`src/rtl/reg_watch.sv`:
```
// reg_watch: taps the register-file write port, shadows up to NCH watched
// registers, logs time-stamped value changes into an event FIFO drained by a
// valid/ready consumer, and reports when the watched registers have settled.
module reg_watch #(
  parameter int NCH        = 4,
  parameter int DW         = 32,
  parameter int AW         = 5,
  parameter int DEPTH      = 8,
  parameter int TSW        = 16,
  parameter int STABLE     = 16,
  parameter int ALL_WRITES = 0
) (
  input  logic              clk,
  input  logic              rst_n,
  input  logic              wb_we,
  input  logic [AW-1:0]     wb_waddr,
  input  logic [DW-1:0]     wb_wdata,
  input  logic [NCH*AW-1:0] watch_addr,
  output logic [NCH*DW-1:0] shadow,
  output logic              ev_valid,
  input  logic              ev_ready,
  output logic [2:0]        ev_chan,
  output logic [DW-1:0]     ev_data,
  output logic [TSW-1:0]    ev_time,
  output logic              overflow,
  output logic [7:0]        drop_cnt,
  output logic              settled
);

  localparam int CW = $clog2(DEPTH) + 1;
  localparam logic [CW-1:0] CNT_ONE    = {{(CW-1){1'b0}}, 1'b1};
  localparam logic [CW-1:0] CNT_ZERO   = {CW{1'b0}};
  localparam logic [CW-1:0] CNT_DEPTH  = CW'(DEPTH);
  localparam logic [15:0]   ICNT_LAST  = 16'(STABLE - 1);
  localparam logic [TSW-1:0] TS_ONE    = {{(TSW-1){1'b0}}, 1'b1};

  typedef enum logic [1:0] {
    ST_UNARMED = 2'd0,
    ST_ACTIVE  = 2'd1,
    ST_SETTLED = 2'd2
  } state_t;

  // Shadow registers and match results
  logic [DW-1:0]  shadow_r [NCH];
  logic [NCH-1:0] hit_s;
  logic           any_hit_s;
  logic [2:0]     hit_chan_s;
  logic [DW-1:0]  old_val_s;
  logic           push_s;

  // Event FIFO: entry 0 is always the head, so head fields come straight
  // from registers and stay stable while the consumer stalls.
  logic [2:0]     chan_mem_r [DEPTH];
  logic [DW-1:0]  data_mem_r [DEPTH];
  logic [TSW-1:0] time_mem_r [DEPTH];
  logic [CW-1:0]  count_r;
  logic [CW-1:0]  count_nxt_s;
  logic [CW-1:0]  wr_idx_s;
  logic           valid_r;
  logic           pop_s;
  logic           full_s;
  logic           accept_s;
  logic           drop_s;

  logic           overflow_r;
  logic [7:0]     drop_cnt_r;
  logic [TSW-1:0] ts_r;
  state_t         state_r;
  logic [15:0]    icnt_r;
  logic           settled_r;

  // Match every channel against the write port; descending scan leaves the lowest hitting channel selected
  always_comb begin
    hit_s      = {NCH{1'b0}};
    any_hit_s  = 1'b0;
    hit_chan_s = 3'd0;
    old_val_s  = {DW{1'b0}};
    for (int c = NCH - 1; c >= 0; c--) begin
      if (wb_we && (wb_waddr != {AW{1'b0}}) && (wb_waddr == watch_addr[c*AW +: AW])) begin
        hit_s[c]   = 1'b1;
        any_hit_s  = 1'b1;
        hit_chan_s = 3'(c);
        old_val_s  = shadow_r[c];
      end else begin
        hit_s[c] = 1'b0;
      end
    end
    push_s = any_hit_s && ((ALL_WRITES != 32'sd0) || (wb_wdata != old_val_s));
  end

  // FIFO control: pop/push qualification, next occupancy and write slot
  always_comb begin
    pop_s       = valid_r && ev_ready;
    full_s      = (count_r == CNT_DEPTH);
    accept_s    = push_s && (!full_s || pop_s);
    drop_s      = push_s && full_s && !pop_s;
    count_nxt_s = count_r;
    if (pop_s && accept_s) begin
      count_nxt_s = count_r;
    end else if (pop_s) begin
      count_nxt_s = count_r - CNT_ONE;
    end else if (accept_s) begin
      count_nxt_s = count_r + CNT_ONE;
    end else begin
      count_nxt_s = count_r;
    end
    if (pop_s) begin
      wr_idx_s = count_r - CNT_ONE;
    end else begin
      wr_idx_s = count_r;
    end
  end

  // Shadow registers load write data on every hitting channel
  always_ff @(posedge clk or negedge rst_n) begin
    if (!rst_n) begin
      for (int c = 0; c < NCH; c++) shadow_r[c] <= {DW{1'b0}};
    end else begin
      for (int c = 0; c < NCH; c++) begin
        if (hit_s[c]) shadow_r[c] <= wb_wdata;
      end
    end
  end

  // Free-running timestamp counter
  always_ff @(posedge clk or negedge rst_n) begin
    if (!rst_n) begin
      ts_r <= {TSW{1'b0}};
    end else begin
      ts_r <= ts_r + TS_ONE;
    end
  end

  // Event FIFO storage: shift toward the head on pop, write the new event behind the last valid entry
  always_ff @(posedge clk or negedge rst_n) begin
    if (!rst_n) begin
      for (int i = 0; i < DEPTH; i++) begin
        chan_mem_r[i] <= 3'd0;
        data_mem_r[i] <= {DW{1'b0}};
        time_mem_r[i] <= {TSW{1'b0}};
      end
      count_r <= CNT_ZERO;
      valid_r <= 1'b0;
    end else begin
      if (pop_s) begin
        for (int i = 0; i < DEPTH - 1; i++) begin
          chan_mem_r[i] <= chan_mem_r[i+1];
          data_mem_r[i] <= data_mem_r[i+1];
          time_mem_r[i] <= time_mem_r[i+1];
        end
        chan_mem_r[DEPTH-1] <= 3'd0;
        data_mem_r[DEPTH-1] <= {DW{1'b0}};
        time_mem_r[DEPTH-1] <= {TSW{1'b0}};
      end
      if (accept_s) begin
        for (int i = 0; i < DEPTH; i++) begin
          if (wr_idx_s == CW'(i)) begin
            chan_mem_r[i] <= hit_chan_s;
            data_mem_r[i] <= wb_wdata;
            time_mem_r[i] <= ts_r;
          end
        end
      end
      count_r <= count_nxt_s;
      valid_r <= (count_nxt_s != CNT_ZERO);
    end
  end

  // Sticky overflow flag and saturating drop counter
  always_ff @(posedge clk or negedge rst_n) begin
    if (!rst_n) begin
      overflow_r <= 1'b0;
      drop_cnt_r <= 8'd0;
    end else if (drop_s) begin
      overflow_r <= 1'b1;
      if (drop_cnt_r != 8'hFF) drop_cnt_r <= drop_cnt_r + 8'd1;
    end
  end

  // Settle FSM: counts event-free cycles and flags settled after STABLE of them
  always_ff @(posedge clk or negedge rst_n) begin
    if (!rst_n) begin
      state_r   <= ST_UNARMED;
      icnt_r    <= 16'd0;
      settled_r <= 1'b0;
    end else begin
      case (state_r)
        ST_UNARMED: begin
          if (push_s) begin
            state_r <= ST_ACTIVE;
            icnt_r  <= 16'd0;
          end
          settled_r <= 1'b0;
        end
        ST_ACTIVE: begin
          if (push_s) begin
            icnt_r    <= 16'd0;
            settled_r <= 1'b0;
          end else if (icnt_r == ICNT_LAST) begin
            state_r   <= ST_SETTLED;
            settled_r <= 1'b1;
          end else begin
            icnt_r    <= icnt_r + 16'd1;
            settled_r <= 1'b0;
          end
        end
        ST_SETTLED: begin
          if (push_s) begin
            state_r   <= ST_ACTIVE;
            icnt_r    <= 16'd0;
            settled_r <= 1'b0;
          end else begin
            settled_r <= 1'b1;
          end
        end
        default: begin
          state_r   <= ST_UNARMED;
          icnt_r    <= 16'd0;
          settled_r <= 1'b0;
        end
      endcase
    end
  end

  for (genvar g = 0; g < NCH; g++) begin : g_shadow
    assign shadow[g*DW +: DW] = shadow_r[g];
  end

  assign ev_valid = valid_r;
  assign ev_chan  = chan_mem_r[0];
  assign ev_data  = data_mem_r[0];
  assign ev_time  = time_mem_r[0];
  assign overflow = overflow_r;
  assign drop_cnt = drop_cnt_r;
  assign settled  = settled_r;

endmodule

```
`config.mk`:
```
export PLATFORM = sky130hd
export DESIGN_NAME = reg_watch
export DESIGN_NICKNAME = d
export VERILOG_FILES = /design/src/rtl/reg_watch.sv
export SDC_FILE = /design/constraint.sdc
export NUM_CORES = 1
export LEC_CHECK = 0
export CORE_MARGIN = 5
export CORE_UTILIZATION = 40
export DETAILED_ROUTE_END_ITERATION = 10
export GPL_ROUTABILITY_DRIVEN = 0
export PLACE_DENSITY = 0.64
export SETUP_SLACK_MARGIN = 0.5
export SLEW_MARGIN = 10
export SYNTH_ARGS = -nofsm -noshare
export SYNTH_HDL_FRONTEND = slang
export SYNTH_SLANG_ARGS = --single-unit
```
`constraint.sdc`:
```
create_clock -name clk -period 6.9 [get_ports clk]
set_clock_uncertainty 0.15 [all_clocks]
set_input_delay 1.035 -clock clk [delete_from_list [all_inputs] [get_ports clk]]
set_output_delay 1.035 -clock clk [all_outputs]
set_load 0.05 [all_outputs]
```
==> qor_table.md, run 1 <==
| Step | Parameter | Value |
|---|---|---|
| drt | Initial drt markers | 1,638 |
| setup path | Sort of element at the end of the critical path | register |
| synthesis | Area share of the largest cell type after synthesis | 0.510 |
| power | Total power density per cell area | 335 nW/um^2 |
| timing | Max-slew violation count | 0 |
| grt | Met3 usage in global routing | 0.0295 |
| clock network | Clk root buf | sky130_fd_sc_hd__clkbuf_16 |
| clock network | Hold buffer count at CTS | 0 |
| layout | Layout cells sized above 1 | 0.0891 |
| synthesis | Post-Synthesis Net Count | 2,980 |
| synthesis | Primary FF master, synth | sky130_fd_sc_hd__dfrtp_1 |
| clock network | Total number of clock tree sinks | 585 |
| drt | Detailed-route wire length | 79.2 mm |
| grt | Highest-utilization routing layer at the global route stage | met2 |
| clock network | Cts repair resizes | 0 |
| drt | Residual DRC | 0 |
| setup path | Critical-path top delay cell | sky130_fd_sc_hd__clkdlybuf4s50_1 |
| clock network | TritonCTS Buffers | 61 |
| synthesis | Cell taking the most area after synthesis | sky130_fd_sc_hd__dfrtp_1 |
| layout | Area growth from synthesis to final layout | 17.6% |
| setup path | Buffers plus inverters on the worst setup path | 2 |
| synthesis | Number of enable flip-flop cells after synthesis | 0 |
| clock network | Count of H-tree levels built during CTS | 2 |
| synthesis | Number of synthesized register bits | 585 |
| grt | Global route total overflow | 0 |
| placed design | Post-DP HPWL | 51.1 mm |
| drt | Remaining antenna violation count | 0 |
| drt | Total iterations of the first detailed-routing run | 8 |
| drt | Vias per std cell | 5.48 |
| synthesis | Synth area leaders | sky130_fd_sc_hd__dfrtp_1 51%, sky130_fd_sc_hd__mux2i_1 13%, sky130_fd_sc_hd__o21ai_0 7.9% |
| setup path | Required time at the worst-slack endpoint | 7.25 ns |
| setup path | Largest fanout on the critical path | 16 |
| grt | Global-route met2 utilization | 0.345 |
| layout | Most frequent cells in the layout | 585 x sky130_fd_sc_hd__dfrtp_1, 582 x sky130_fd_sc_hd__nand2_1, 455 x sky130_fd_sc_hd__o21ai_0 |
| clock network | Buffer levels on the longest clock path | 3 |
| clock network | Clock slew seen by the registers of the worst setup and hold paths | 0.06 ns |
| worst hold path | Min-Delay Path Class | in2async |
| grt | Combined global-route utilization of all metal layers | 0.200 |
| clock network | Worst-Skew Late Latency | 0.65 ns |
| timing | Period Utilization, post-route | 0.831 |
| timing | Unrepaired setup endpoints after global routing | no |
| drt | Total number of vias | 21,674 |
| timing | Setup-failing EPs final | 0 |
| layout | Layout Nets | 3,031 |
| clock network | TritonCTS clock tree | done |
| die | Die area | 77,200 sq um |
| run | Maximum capacitance violations | 0 |
| timing | Final-report hold violation count | 0 |
| die | Initial Utilization | 0.402 |
| setup path | Data arrival, critical path | 6.08 ns |
| grt | Largest net degree at the start of global routing | 155 |
| timing | Crit path time final | 5.73 ns |
| setup path | Peak per-stage delay on the critical path | 0.60 ns |
| drt | Wire length per cell after detailed routing | 20.0 um |
| synthesis | Synth async-reset ratio | 1.00 |
| grt | Met1 track demand over resource in global routing | 0.252 |
| synthesis | Mapped Cells | 2,910 |
| clock network | Post-CTS Setup Repair Bufs | 0 |
| synthesis | Post-synthesis cell type count | 74 |
| grt | Vias in the first global route | 21,865 |
| setup path | Cell chain of the critical path | clkdlybuf4s50_1, xor2_1, or2_1, buf_4, o41ai_1, nor3_1, a2111oi_2, nand4_1, nor4_1, and4_1, or2_4, mux2_4, a211o_1, or4_1 |
| setup path | Critical path type | in2reg |
| synthesis | Post-synth design cell area | 28,700 sq um |
| timing | Slew @ Worst Pin | 1.31 ns |
| layout | Commonest non-fill, non-tap cell in the layout | sky130_fd_sc_hd__dfrtp_1 |
| synthesis | Sequential cell area fraction in the yosys report | 0.510 |
| die | Row count | 98 |
| setup path | Launching element type of the critical path | input port |
| grt | Wire length of the first global-routing pass | 126 mm |
| outcome | Run status | complete, no violations |
| die | Die outline height | 278 um |
| power | Largest vdd supply drop | 0.351 mV |
| grt | Initial antenna violation count | 0 |
| power | Total power after layout | 11,300 uW |
| setup path | Delay-heaviest family, CP | simple AND/OR/NAND/NOR gates |
| die | Top-Level Pins | 251 |
| timing | Worst slew margin relative to its limit | 0.126 |
| synthesis | Total of warnings raised by yosys | 0 |
| power | Leakage dissipation | 0.0147 uW |
| placed design | Input/output buffers | 250 |
| synthesis | Avg Cell Area, Syn | 9.87 sq um |
| timing | Setup total negative slack | 0 ns |
| die | Die width | 278 um |
| die | Core Box Area | 71,400 sq um |
| timing | Highest clock rate | 174 MHz |
| layout | Count of antenna diodes in the layout | 0 |
==> per-stage QoR <==
stage | hold slack, ns | setup WS, ns | area, sq um | instances | utilization
final | 0.285 | 1.17 | 33800 | 3957 | 0.473
after floorplan | 0.319 | 1.99 | 28700 | 2910 | -
after detailed placement | 0.322 | 0.621 | 31600 | 3848 | 0.443
after global placement | 0.312 | 0.826 | 31600 | 3848 | 0.443
after global routing | 0.353 | 1.06 | 33800 | 3957 | 0.473
after CTS | 0.292 | 1.31 | 33800 | 3957 | 0.473
==> routing by layer <==
metal / wire length, um / vias to the layer above
li1: - / 10152
met1: 32200 / 10712
met2: 39500 / 620
met3: 3930 / 190
met4: 3670 / 0
met5: 0 / -
==> path summary, 6_finish.rpt <==
kind	depth (start not counted)	end	startpoint	slack, ns
min reg2reg	1	overflow	overflow	0.33
max reg2reg	11	ev_valid	shadow[21]	2.50
max	14	ev_valid	wb_waddr[0]	1.17
min	1	time_mem_r[106]	rst_n	0.29
max in group asynchronous	2	time_mem_r[52]	rst_n	4.82
min in group clk	1	overflow	overflow	0.33
==> registers in the layout, indices dropped and copies added, names as in the netlist <==
register and cells:
chan_mem_r 21, count_r 4, data_mem_r 224, drop_cnt 8, ev_chan 3, ev_data 32, ev_time 16, ev_valid 1
icnt_r 16, overflow 1, settled 1, shadow 128, state_r 2, time_mem_r 112, ts_r 16
==> synthesized netlist by cell type, types with 5 or more instances <==
cell type	n
sky130_fd_sc_hd__a31oi_1	6
sky130_fd_sc_hd__and3_1	7
sky130_fd_sc_hd__mux2i_1	360
sky130_fd_sc_hd__o31ai_1	13
sky130_fd_sc_hd__a32oi_1	14
sky130_fd_sc_hd__or3_1	19
sky130_fd_sc_hd__buf_1	11
sky130_fd_sc_hd__a211oi_1	9
sky130_fd_sc_hd__nand3_1	37
sky130_fd_sc_hd__xor2_1	15
sky130_fd_sc_hd__o41ai_1	6
sky130_fd_sc_hd__nor2_1	36
sky130_fd_sc_hd__mux2_2	72
sky130_fd_sc_hd__nand2_1	583
sky130_fd_sc_hd__nor3_1	19
sky130_fd_sc_hd__o21ai_0	455
sky130_fd_sc_hd__o22ai_1	10
sky130_fd_sc_hd__buf_2	41
sky130_fd_sc_hd__a22oi_1	17
sky130_fd_sc_hd__o21ai_1	8
sky130_fd_sc_hd__nor2b_1	8
sky130_fd_sc_hd__clkbuf_1	203
sky130_fd_sc_hd__a32o_1	21
sky130_fd_sc_hd__o32ai_1	6
sky130_fd_sc_hd__a2111oi_0	5
sky130_fd_sc_hd__xnor2_1	42
sky130_fd_sc_hd__ha_1	9
sky130_fd_sc_hd__o32a_1	6
sky130_fd_sc_hd__o221a_2	10
sky130_fd_sc_hd__buf_4	56
sky130_fd_sc_hd__a22o_1	5
sky130_fd_sc_hd__nand4_1	14
sky130_fd_sc_hd__dfrtp_1	585
sky130_fd_sc_hd__nor4_1	23
sky130_fd_sc_hd__a21oi_1	40
sky130_fd_sc_hd__o2bb2ai_1	12
sky130_fd_sc_hd__inv_1	58
==> report_power, final <==
| group | leakage [uW] | internal [uW] | total, uW | switching, uW |
|---|---|---|---|---|
| Sequential | 0.00794 | 3960 | 4470 | 515 |
| Combinational | 0.00567 | 1110 | 3330 | 2220 |
| Clock | 0.00106 | 2100 | 3510 | 1410 |
==> layout make-up <==
type | instances | area (sq um)
Tap cell | 950 | 1190
Timing Repair Buffer | 302 | 3060
Clock inverter | 25 | 398
Sequential cell | 585 | 14600
Fill cell | 6518 | 37600
Inverter | 58 | 218
Multi-Input combinational cell | 1953 | 12500
Clock buffer | 84 | 1770
==> logic make-up after synthesis <==
| logic type | after synthesis | share of synthesized area |
|---|---|---|
| flip-flops | 585 | 0.510 |
| AO/OA/AOI/OAI | 686 | 0.144 |
| multiplexers | 433 | 0.154 |
| buffers and inverters | 372 | 0.0585 |
| XOR/XNOR | 57 | 0.0174 |
| adder cells (fa/ha/maj) | 9 | 0.00392 |
| AND/OR/NAND/NOR | 768 | 0.112 |
Note: power is estimated with default switching activity, not from simulation.
==> run 2: changes to the inputs <==
- clock period: 6.9 -> 5.9 ns (I/O delays scaled with it)
==> run 2 against run 1 <==
Against the previous run:
- clock power increased by 19%
- cell area increased by 1.4%
- cell count increased by 1.2%
- via count increased by 1.0%
- register-to-register slack got worse by 0.90 ns
- non-clock buffer count increased by 38
- critical path depth increased by 1
- first-iteration DRC count increased by 5.6%
==> qor_table.md, run 2 (synthesized netlist as in run 1, its figures left out) <==
| Step | Parameter | Value |
|---|---|---|
| clock network | TritonCTS clock tree | done |
| timing | Setup total negative slack | 0 ns |
| power | Leakage dissipation | 0.0149 uW |
| drt | Wire length per cell after detailed routing | 19.5 um |
| clock network | Post-CTS Setup Repair Bufs | 0 |
| setup path | Critical Path Most Common Cell | sky130_fd_sc_hd__buf_4 |
| setup path | Critical path type | in2reg |
| layout | Register with the most flip-flops | data_mem_r |
| layout | Most frequent cells in the layout | 585 x sky130_fd_sc_hd__dfrtp_1, 582 x sky130_fd_sc_hd__nand2_1, 455 x sky130_fd_sc_hd__o21ai_0 |
| setup path | Launch point of the worst path | wb_waddr[4] |
| clock network | Cts repair resizes | 0 |
| grt | Global-route met2 utilization | 0.334 |
| timing | Unrepaired setup endpoints after global routing | no |
| timing | Slew @ Worst Pin | 1.06 ns |
| outcome | Run status | complete, no violations |
| clock network | Count of H-tree levels built during CTS | 3 |
| worst hold path | Min-Delay Path Class | in2async |
| clock network | Buffer levels on the longest clock path | 3 |
| setup path | Peak per-stage delay on the critical path | 0.58 ns |
| clock network | Total number of clock tree sinks | 585 |
| setup path | Cell chain of the critical path | clkdlybuf4s50_1, xor2_1, or2_1, buf_4, o41ai_1, nor3_1, a2111oi_0, nand4_1, nor4_1, buf_4, and4_1, or2_4, mux2_4, a211o_1, or4_1 |
| clock network | Clk root buf | sky130_fd_sc_hd__clkbuf_16 |
| setup path | Data arrival, critical path | 5.71 ns |
| grt | Highest-utilization routing layer at the global route stage | met2 |
| clock network | Hold buffer count at CTS | 0 |
| timing | Highest clock rate | 186 MHz |
| grt | Largest net degree at the start of global routing | 143 |
| timing | Worst slew margin relative to its limit | 0.291 |
| grt | Met1 track demand over resource in global routing | 0.248 |
| layout | Count of antenna diodes in the layout | 0 |
| drt | Total iterations of the first detailed-routing run | 6 |
| grt | Vias in the first global route | 21,767 |
| timing | Max-slew violation count | 0 |
| layout | Largest register FFs | 224 |
| setup path | Sort of element at the end of the critical path | register |
| setup path | Required time at the worst-slack endpoint | 6.22 ns |
| drt | Detailed-route wire length | 78.2 mm |
| clock network | Worst-Skew Late Latency | 0.61 ns |
| drt | Total number of vias | 21,891 |
| die | Core Box Area | 71,400 sq um |
| clock network | Clock slew seen by the registers of the worst setup and hold paths | 0.06 ns |
| layout | Layout Nets | 3,074 |
| setup path | Largest fanout on the critical path | 10 |
| layout | Area growth from synthesis to final layout | 19.2% |
| drt | Vias per std cell | 5.47 |
| die | Initial Utilization | 0.402 |
| timing | Setup-failing EPs final | 0 |
| setup path | RR Startpoint | shadow[6] |
| drt | Residual DRC | 0 |
| timing | Final-report hold violation count | 0 |
| run | Maximum capacitance violations | 0 |
| setup path | Critical-path top delay cell | sky130_fd_sc_hd__o41ai_1 |
| die | Die width | 278 um |
| placed design | Input/output buffers | 250 |
| power | Largest vdd supply drop | 0.267 mV |
| die | Row count | 98 |
| drt | Initial drt markers | 1,729 |
| clock network | TritonCTS Buffers | 66 |
| die | Die outline height | 278 um |
| timing | Period Utilization, post-route | 0.913 |
| die | Die area | 77,200 sq um |
| power | Total power density per cell area | 389 nW/um^2 |
| grt | Initial antenna violation count | 0 |
| layout | Commonest non-fill, non-tap cell in the layout | sky130_fd_sc_hd__dfrtp_1 |
| timing | Crit path time final | 5.38 ns |
| setup path | Launching element type of the critical path | input port |
| grt | Global route total overflow | 0 |
| grt | Met3 usage in global routing | 0.0351 |
| grt | Wire length of the first global-routing pass | 125 mm |
| placed design | Post-DP HPWL | 52.8 mm |
| power | Total power after layout | 13,300 uW |
| die | Top-Level Pins | 251 |
| grt | Combined global-route utilization of all metal layers | 0.196 |
| layout | Layout cells sized above 1 | 0.101 |
| drt | Remaining antenna violation count | 0 |
run 2: layout make-up:
cell class	count	area, sq um
fill	6452	37100
sequential	585	14600
multi-input combinational	1953	12500
timing repair buffer	340	3470
clock buffer	89	1820
tap	950	1190
clock inverter	28	387
inverter	58	218
run 2: metal layers:
| layer | vias up | wire length (um) |
|---|---|---|
| li1 | 10292 | - |
| met1 | 10709 | 31800 |
| met2 | 693 | 38900 |
| met3 | 197 | 3950 |
| met4 | 0 | 3630 |
| met5 | - | 0 |
run 2: power by group:
group | internal [uW] | total [uW] | switching [uW]
clock | 2460 | 4160 | 1700
sequential | 4630 | 5210 | 580
combinational | 1330 | 3930 | 2600
total | 8420 | 13300 | 4880
run 2: through the flow:
stage               utilization  instance area, sq um  hold slack, ns  setup slack [ns]  cells
floorplan                     -                 28700           0.319              1.14   2910
global placement          0.448                 32000           0.304             0.135   3886
detailed placement        0.448                 32000           0.326            0.0655   3886
global route              0.480                 34200           0.218             0.506   4003
CTS                       0.479                 34200           0.213             0.651   4003
finish                    0.480                 34200           0.169             0.516   4003
run 2: final timing paths:
kind,end,slack [ns],cells after the start
worst max-delay path,ev_valid,0.52,15
worst min-delay path,ev_time[10],0.17,1
worst max register to register,ev_valid,1.60,12
worst min register to register,overflow,0.33,1
max in group asynchronous,shadow[72],4.05,2
min in group clk,overflow,0.33,1
run 2: critical path, delay by kind of cell:
kind | cells | cell delay [ns]
muxes | 1 | 0.29
AOI/OAI and AO/OA | 3 | 1.33
and+or+nand+nor | 7 | 1.97
buffers and inverters | 3 | 1.01
xor gates and xnor gates | 1 | 0.23
